[src/rtl/riscv_pkg.sv]
// Shared RV32I decode definitions: opcodes, immediate formats and the
// control-bit bundle carried down the pipeline.
package riscv_pkg;

  localparam logic [6:0] OPC_OP     = 7'b0110011;
  localparam logic [6:0] OPC_OP_IMM = 7'b0010011;
  localparam logic [6:0] OPC_LOAD   = 7'b0000011;
  localparam logic [6:0] OPC_STORE  = 7'b0100011;
  localparam logic [6:0] OPC_BRANCH = 7'b1100011;
  localparam logic [6:0] OPC_JAL    = 7'b1101111;
  localparam logic [6:0] OPC_JALR   = 7'b1100111;
  localparam logic [6:0] OPC_LUI    = 7'b0110111;
  localparam logic [6:0] OPC_AUIPC  = 7'b0010111;

  typedef enum logic [2:0] {
    IMM_I, IMM_S, IMM_B, IMM_U, IMM_J, IMM_NONE
  } imm_fmt_e;

  // Field order is shared with execute/memory stages; append only.
  typedef struct packed {
    logic reg_write;
    logic mem_read;
    logic mem_write;
    logic alu_src;
    logic branch;
    logic jump;
    logic illegal;
  } ctrl_t;

endpackage

[src/rtl/imm_gen.sv]
// Immediate generator: instruction bits + format -> sign-extended immediate.
module imm_gen
  import riscv_pkg::*;
#(
  parameter int DATAWIDTH = 32
) (
  input  logic [31:7]          instr,
  input  imm_fmt_e             fmt,
  output logic [DATAWIDTH-1:0] imm
);

  logic [31:0] imm32;

  always_comb begin
    imm32 = '0;
    case (fmt)
      IMM_I:   imm32 = {{20{instr[31]}}, instr[31:20]};
      IMM_S:   imm32 = {{20{instr[31]}}, instr[31:25], instr[11:7]};
      IMM_B:   imm32 = {{19{instr[31]}}, instr[31], instr[7], instr[30:25], instr[11:8], 1'b0};
      IMM_U:   imm32 = {instr[31:12], 12'b0};
      IMM_J:   imm32 = {{11{instr[31]}}, instr[31], instr[19:12], instr[20], instr[30:21], 1'b0};
      default: imm32 = '0;
    endcase
  end

  assign imm = DATAWIDTH'($signed(imm32));

endmodule

[src/rtl/decode_stage.sv]
// RV32I decode stage: drives regfile read addresses, registers decoded
// fields/control, and inserts a one-cycle bubble on load-use hazards.
module decode_stage
  import riscv_pkg::*;
#(
  parameter int DATAWIDTH = 32
) (
  input  logic                 clk,
  input  logic                 reset,
  input  logic                 in_valid,
  input  logic [31:0]          in_instr,
  input  logic [DATAWIDTH-1:0] in_pc,
  input  logic                 stall,
  input  logic                 flush,
  output logic [4:0]           readReg1,
  output logic [4:0]           readReg2,
  output logic                 fetch_stall,
  output logic                 id_valid,
  output logic [DATAWIDTH-1:0] id_pc,
  output logic [4:0]           id_rs1,
  output logic [4:0]           id_rs2,
  output logic [4:0]           id_rd,
  output logic [DATAWIDTH-1:0] id_imm,
  output logic [2:0]           id_funct3,
  output logic                 id_funct7b5,
  output logic                 id_reg_write,
  output logic                 id_mem_read,
  output logic                 id_mem_write,
  output logic                 id_alu_src,
  output logic                 id_branch,
  output logic                 id_jump,
  output logic                 id_illegal
);

  typedef struct packed {
    logic                 valid;
    logic [DATAWIDTH-1:0] pc;
    logic [4:0]           rs1;
    logic [4:0]           rs2;
    logic [4:0]           rd;
    logic [DATAWIDTH-1:0] imm;
    logic [2:0]           funct3;
    logic                 funct7b5;
    ctrl_t                ctrl;
  } id_t;

  id_t                  id_q, id_d;
  ctrl_t                ctrl;
  imm_fmt_e             fmt;
  logic                 uses_rs1, uses_rs2, f7b5, hazard;
  logic [DATAWIDTH-1:0] imm;

  always_comb begin
    ctrl     = '0;
    fmt      = IMM_NONE;
    uses_rs1 = 1'b1;
    uses_rs2 = 1'b0;
    f7b5     = 1'b0;
    case (in_instr[6:0])
      OPC_OP:     begin ctrl.reg_write = 1'b1; uses_rs2 = 1'b1; f7b5 = in_instr[30]; end
      OPC_OP_IMM: begin
        ctrl.reg_write = 1'b1; ctrl.alu_src = 1'b1; fmt = IMM_I;
        f7b5 = (in_instr[13:12] == 2'b01) && in_instr[30]; // SLLI/SRLI/SRAI only
      end
      OPC_LOAD:   begin ctrl.reg_write = 1'b1; ctrl.mem_read = 1'b1; ctrl.alu_src = 1'b1; fmt = IMM_I; end
      OPC_STORE:  begin ctrl.mem_write = 1'b1; ctrl.alu_src = 1'b1; fmt = IMM_S; uses_rs2 = 1'b1; end
      OPC_BRANCH: begin ctrl.branch = 1'b1; fmt = IMM_B; uses_rs2 = 1'b1; end
      OPC_JAL:    begin ctrl.reg_write = 1'b1; ctrl.jump = 1'b1; fmt = IMM_J; uses_rs1 = 1'b0; end
      OPC_JALR:   begin ctrl.reg_write = 1'b1; ctrl.jump = 1'b1; ctrl.alu_src = 1'b1; fmt = IMM_I; end
      OPC_LUI,
      OPC_AUIPC:  begin ctrl.reg_write = 1'b1; ctrl.alu_src = 1'b1; fmt = IMM_U; uses_rs1 = 1'b0; end
      default:    ctrl.illegal = 1'b1;
    endcase
    if (in_instr[11:7] == 5'd0) ctrl.reg_write = 1'b0;
  end

  imm_gen #(.DATAWIDTH(DATAWIDTH)) u_imm_gen (
    .instr (in_instr[31:7]),
    .fmt   (fmt),
    .imm   (imm)
  );

  assign hazard = id_q.valid && id_q.ctrl.mem_read && (id_q.rd != 5'd0) && in_valid &&
                  ((uses_rs1 && (id_q.rd == in_instr[19:15])) ||
                   (uses_rs2 && (id_q.rd == in_instr[24:20])));

  always_comb begin
    id_d = id_q;
    if (flush) begin
      id_d.valid = 1'b0;
      id_d.ctrl  = '0;
    end else if (!stall) begin
      if (hazard) begin
        id_d.valid = 1'b0;
        id_d.ctrl  = '0;
      end else begin
        id_d.valid    = in_valid;
        id_d.pc       = in_pc;
        id_d.rs1      = in_instr[19:15];
        id_d.rs2      = in_instr[24:20];
        id_d.rd       = in_instr[11:7];
        id_d.imm      = imm;
        id_d.funct3   = in_instr[14:12];
        id_d.funct7b5 = f7b5;
        id_d.ctrl     = ctrl;
      end
    end
  end

  always_ff @(posedge clk) begin
    if (reset) id_q <= '0;
    else       id_q <= id_d;
  end

  // Stalled: keep re-reading the held sources so writeback stays visible.
  assign readReg1    = stall ? id_q.rs1 : in_instr[19:15];
  assign readReg2    = stall ? id_q.rs2 : in_instr[24:20];
  assign fetch_stall = stall || hazard;

  assign id_valid     = id_q.valid;
  assign id_pc        = id_q.pc;
  assign id_rs1       = id_q.rs1;
  assign id_rs2       = id_q.rs2;
  assign id_rd        = id_q.rd;
  assign id_imm       = id_q.imm;
  assign id_funct3    = id_q.funct3;
  assign id_funct7b5  = id_q.funct7b5;
  assign id_reg_write = id_q.ctrl.reg_write;
  assign id_mem_read  = id_q.ctrl.mem_read;
  assign id_mem_write = id_q.ctrl.mem_write;
  assign id_alu_src   = id_q.ctrl.alu_src;
  assign id_branch    = id_q.ctrl.branch;
  assign id_jump      = id_q.ctrl.jump;
  assign id_illegal   = id_q.ctrl.illegal;

endmodule

[config.mk]
export PLATFORM = sky130hd
export DESIGN_NAME = decode_stage
export DESIGN_NICKNAME = d
export VERILOG_FILES = /design/src/rtl/riscv_pkg.sv /design/src/rtl/imm_gen.sv /design/src/rtl/decode_stage.sv
export SDC_FILE = /design/constraint.sdc
export NUM_CORES = 1
export LEC_CHECK = 0
export ABC_AREA = 1
export BUFFER_PORTS_ARGS = -buffer_cell sky130_fd_sc_hd__buf_2
export CORE_MARGIN = 2
export CORE_UTILIZATION = 50
export DETAILED_ROUTE_END_ITERATION = 10
export PLACE_DENSITY = 0.77
export SYNTH_ARGS = -nofsm -noshare
export SYNTH_HDL_FRONTEND = slang
export SYNTH_HIERARCHICAL = 1
export SYNTH_SLANG_ARGS = --single-unit
[constraint.sdc]
create_clock -name clk -period 3.55 [get_ports clk]
set_clock_uncertainty 0.1 [all_clocks]
set_input_delay 0.1775 -clock clk [delete_from_list [all_inputs] [get_ports clk]]
set_output_delay 0.1775 -clock clk [all_outputs]
set_load 0.03 [all_outputs]
# Yosys cells after proc, flatten, opt, wreduce, memory -nomap -nowiden
# Cells that the tools add are included.
[word_totals]
register_bits = 91
latch_bits = 0
ram_bits = 0
rom_bits = 0
in_bits = 69
out_inout_bits = 102
wordCells = 73
n_memories = 0
[classes]
addsub = 0
mul = 0
div_mod_pow = 0
n_lt_le_gt_ge = 0
n_eq_ne = 16
shift = 0
muxes = 17
bitwise_logic = 3
reduce_logical = 22
[ops]
columns = ["cell", "n"]
rows = [
  ["one-hot mux 32 bit (5 select lines)", 1],
  ["equality test 7 x 6 -> 1 bit (second input constant)", 3],
  ["equality test 7 bit (second input constant)", 3],
  ["one-hot mux 3 bit (5 select lines)", 1],
  ["equality test 7 x 5 -> 1 bit (second input constant)", 2],
  ["2-to-1 mux 1 bit", 11],
  ["equality test 5 bit", 2],
  ["2-to-1 mux 5 bit", 2],
  ["OR reduction 3 bit", 3],
  ["OR reduction 9 bit", 1],
  ["equality test 7 x 2 -> 1 bit (second input constant)", 1],
  ["logical AND 1 bit", 7],
  ["2-to-1 mux 7 bit", 1],
  ["OR reduction 7 bit", 1],
  ["equality test 3 x 2 -> 1 bit (second input constant)", 2],
  ["OR reduction 2 bit", 3],
  ["OR reduction 6 bit", 1],
  ["logical NOT 5 bit", 1],
  ["nonzero test 5 bit", 1],
  ["equality test 3 x 1 -> 1 bit (second input constant)", 1],
  ["equality test 3 bit (second input constant)", 1],
  ["logical NOT 3 bit", 1],
  ["NOT 1 bit", 3],
  ["AND reduction 3 bit", 1],
  ["3 further kinds", 4],
]

# Longest topological paths before layout
[logic_depth]
depth_word = 8
mapped_depth = 15
mapped_depth_nobuf = 14

# By module
# The synthesis kept the hierarchy.
[by_module_without_submodules]
columns = ["module", "n_inst", "cells_each", "area_per_inst_um2", "seq_area_each_um2"]
rows = [
  ["decode_stage", 1, 669, 4209.0, 1821.7],
  ["imm_gen", 1, 102, 594.3, 0.0],
]

# Worst setup path after synthesis
# OpenSTA, ideal clock, no wires.
[synth_path]
path_type = "input to register"
startpoint = "in in_instr[1]"
endpoint = "reg id_q (netlist bit id_imm[29])"
arrival_ns = 1.780
required_ns = 3.337
slack_ns = 1.557
path_stages = 10
n_path_buf = 1
cell_sequence = "nand2_1 inv_1 nand2_1 o31ai_1 nand2_4 nand3_4 buf_6 nand3_2 nor2_1 nor2_1"
[synth_rtl]
columns = ["item", "line", "rtl"]
rows = [
  ["start, declared", "decode_stage.sv:11", "input logic [31:0] in_instr,"],
  ["equality test 7 bit (tied with other cells)", "decode_stage.sv:59", "case (in_instr[6:0])"],
  ["OR reduction 3 bit (no line) or OR reduction 2 bit (tied branches)", "n/a", ""],
  ["one-hot mux 3 bit (5 select lines) *", "decode_stage.sv:59", ""],
  ["via fmt[1]", "decode_stage.sv:49", "imm_fmt_e fmt;"],
  ["equality test 3 bit (tied with other cells)", "imm_gen.sv:16", "case (fmt)"],
  ["one-hot mux 32 bit (5 select lines) *", "imm_gen.sv:16", ""],
  ["via imm[29]", "decode_stage.sv:51", "logic [DATAWIDTH-1:0] imm;"],
  ["end signal, assigned", "decode_stage.sv:112", "else id_q <= id_d;"],
  ["end, declared", "decode_stage.sv:47", "id_t id_q, id_d;"],
]
# Mark *: on every way through the listed nets, which the timed path passes. The rest lies on a longest branch.
# A chain may end at the register's enable or synchronous reset.

# Worst setup path after layout
[layout_path]
startpoint = "reg id_q (netlist bit id_rd[4])"
endpoint = "reg id_q (netlist bit id_imm[21])"
[layout_between]
elab_chain_cells = 6
[layout_lines]
columns = ["item", "line", "rtl"]
rows = [
  ["equality test 5 bit (tied with other cells)", "decode_stage.sv:84", "((uses_rs1 && (id_q.rd == in_instr[19:15])) ||"],
  ["logical AND 1 bit (on tied branches)", "decode_stage.sv:84, decode_stage.sv:83, decode_stage.sv:85", ""],
  ["logical OR 1 bit or logical AND 1 bit (tied branches)", "decode_stage.sv:84, decode_stage.sv:83", ""],
  ["logical AND 1 bit *", "decode_stage.sv:83", "assign hazard = id_q.valid && id_q.ctrl.mem_read && (id_q.rd != 5'd0) && in_valid &&"],
  ["NOT 1 bit (no line) *", "n/a", ""],
  ["AND reduction 3 bit (no line) *", "n/a", ""],
]
# Mark *: on every way between the ends. The rest lies on a longest branch, timed or not.

==> flow_summary.yaml <==
sta:
  fin_setup_tns_ns: 0
  rsz0062_at_grt: "false"
  worst_slack_ns: 1.18
  max_freq_mhz: 421
  fin_crit_sh_pct: 66.9
  holdWs_ns: 0.0165
  slew_headroom_pct: 41.8
  drv_slew: 0
  final_hold_viol_count: 0
  layout_min_cycle_time_ns: 2.37
  finalSetupViolations: 0
  worst_pin_slew_ns: 0.874
power:
  power_density_nw_per_um2: 395
  vdd_drop_max_v: 0.000223
  finalPower_w: 0.00244
  p_leak_nw: 3.64
route:
  drt-pass1-iter-count: 4
  wl_met1_mm: 5.85
  drc_errors: 0
  antenna_left: 0
  wl_per_cell_um: 12.0
  drt_iter0_drc: 217
  wl_met3_mm: 1.02
  dr_wl_met2_mm: 5.93
  drt-vias-per-instance: 4.57
  top_layer: "met4"
  vias: 4968
  wl_mm: 13.1
yosys:
  synth-edff-count: 0
  ys.flop_type: "dfxtp_1"
  synth_commonest_cells: "230 x nand2_1, 189 x nor2_1, 101 x inv_1"
  synth.yosys.seq_area_share_pct: 37.9
  synth.distinct_cells: 25
  ys_top_cells_by_area: "dfxtp_1 38%, nand2_1 18%, nor2_1 15%, inv_1 7.9%, nand3_1 3.3%"
  syn_area_um2: 4800
  synth_nets: 840
  synthCells: 771
  synth-seq-cells: 91
  synth_top_area_share_pct: 37.9
  yosysWarnings: 6
  yosys.area.top_type: "dfxtp_1"
  synth_most_common_cell: "nand2_1"
  synth_async_sr_flop_share_pct: 0
  syn_area_per_cell_um2: 6.23
global_route:
  grt.total_usage_pct: 25.2
  overflow: 0
  grt_max_degree: 93
  first_global_vias: 4427
  antenna_found_initial: 0
  grt_pass1_wl_mm: 20.9
cells_and_area:
  nNetsFinal: 1023
  diodes: 0
  syn_to_final_growth_pct: 28.7
  stdcell_count: 1087
  nFillCells: 936
  layout-drive-gt1-share_pct: 23.7
cts:
  cts_resized: 0
  cts_tree: "yes"
  cts_buffer_depth: 2
  path_clk_slew_ns: 0.09
  htreeDepth: 3
  insertion_delay_ns: 0.35
  cts_sinks: 91
  cts_root_buf: "clkbuf_8"
  cts_buffers: 9
place:
  place_hpwl_mm: 8.92
  dp_slack_ns: 0.986
  gp_congestion: 0.815
  dp_cells: 1035
  portBuffers: 170
critical_path:
  path_cells: "inv_1 > nand2_1 > nand3_1 > nor2_1 > nand3_1 > nand2_2 > nand2_4 > nand3_4 > buf_4 > nand2_1 > nand2_1 > nor2_1"
  cp_max_fo: 92
  critPathMostFrequentCell: "nand2_1"
  critPathKind: "flop to flop"
  required_ns: 3.70
  critPathSlowestCell: "buf_4"
  end_kind: "flop"
  arrival_ns: 2.52
  startpoint_type: "flop"
  slowest_delay_ns: 0.66
die:
  core_um2: 9280
  dieArea_um2: 10400
  die_x_um: 102
  pin_count: 171
  die_h_um: 102
  start_util_pct: 51.7
  rows: 35
hold_path:
  hp-class: "input pin to flop"
outcome:
  status: "finished, final reports clean"
flow_run:
  maxCapViolCount: 0
[kinds of logic after synthesis]
family          count (synthesis)  share of synthesized area, %
simple gates                  504                          45.0
buf+inv                       145                          13.4
compound gates                 26                          2.81
xor+xnor                        5                         0.912
flops                          91                          37.9
[power breakdown]
| part | total (W) | internal [W] | switching, W | leakage, nW |
|---|---|---|---|---|
| registers | 0.00112 | 0.00108 | 0.0000338 | 0.749 |
| logic | 0.000568 | 0.000186 | 0.000382 | 2.79 |
| clock network | 0.000759 | 0.000395 | 0.000363 | 0.0996 |
[final cells by class]
class | instances | area (um2) | area share, %
multi-input cells | 535 | 2340 | 37.9
flip-flops and latches | 91 | 1820 | 29.5
repair buffers | 211 | 1250 | 20.2
inverters | 106 | 398 | 6.43
well taps | 129 | 161 | 2.61
clock buffers | 11 | 131 | 2.12
clock inverters | 4 | 76.3 | 1.23
[metal layers]
layer / GRT usage, % / up-vias
met5: 0 / -
met4: 8.82 / 0
met3: 7.05 / 26
met2: 39.6 / 148
met1: 33.4 / 2134
li1: - / 2660
[state kept, by name, indices dropped and copies added (netlist names), 3 cells and up]
name,cells
id_imm,32
id_pc,32
id_rd,5
id_rs1,5
id_rs2,5
id_funct3,3
[layout by cell type (no fill, tap or decap), types with 12 or more instances in the layout]
cell type | synthesis | layout
nor2_1 | 189 | 189
buf_2 | 16 | 170
nand3_1 | 32 | 32
nand4_1 | 17 | 17
nand2_1 | 230 | 230
dfxtp_1 | 91 | 91
inv_1 | 101 | 100
o21ai_0 | 12 | 12
dlygate4sd3_1 | 0 | 37
a21oi_1 | 12 | 12
[what timing repair did]
action	4_1_cts	5_1_grt
buffers inserted	0	0
hold buffers	37	0
hold endpoints to repair	37	0
[worst paths after layout]
check / start / end / slack [ns] / depth (start not counted)
min: in_instr[10] / id_rd[3] / 0.02 / 3
min reg2reg: id_illegal / id_illegal / 0.36 / 2
max: id_rd[4] / id_imm[21] / 1.18 / 12
max reg2reg: id_rd[4] / id_imm[21] / 1.18 / 12
[worst max-delay path, delay by kind of cell, from the launching register on]
kind,cells,cell delay [ns]
and+or+nand+nor,10,0.89
buffers and inverters,2,0.75
DFF,1,0.45
[through the flow]
stage	instance area [um2]	util, %
after floorplan	4800	-
after global placement	5610	60.4
after global routing	6180	66.6
final	6180	66.6
after CTS	6180	66.6
after detailed placement	5610	60.4
Note: power is estimated with default switching activity, not from simulation.
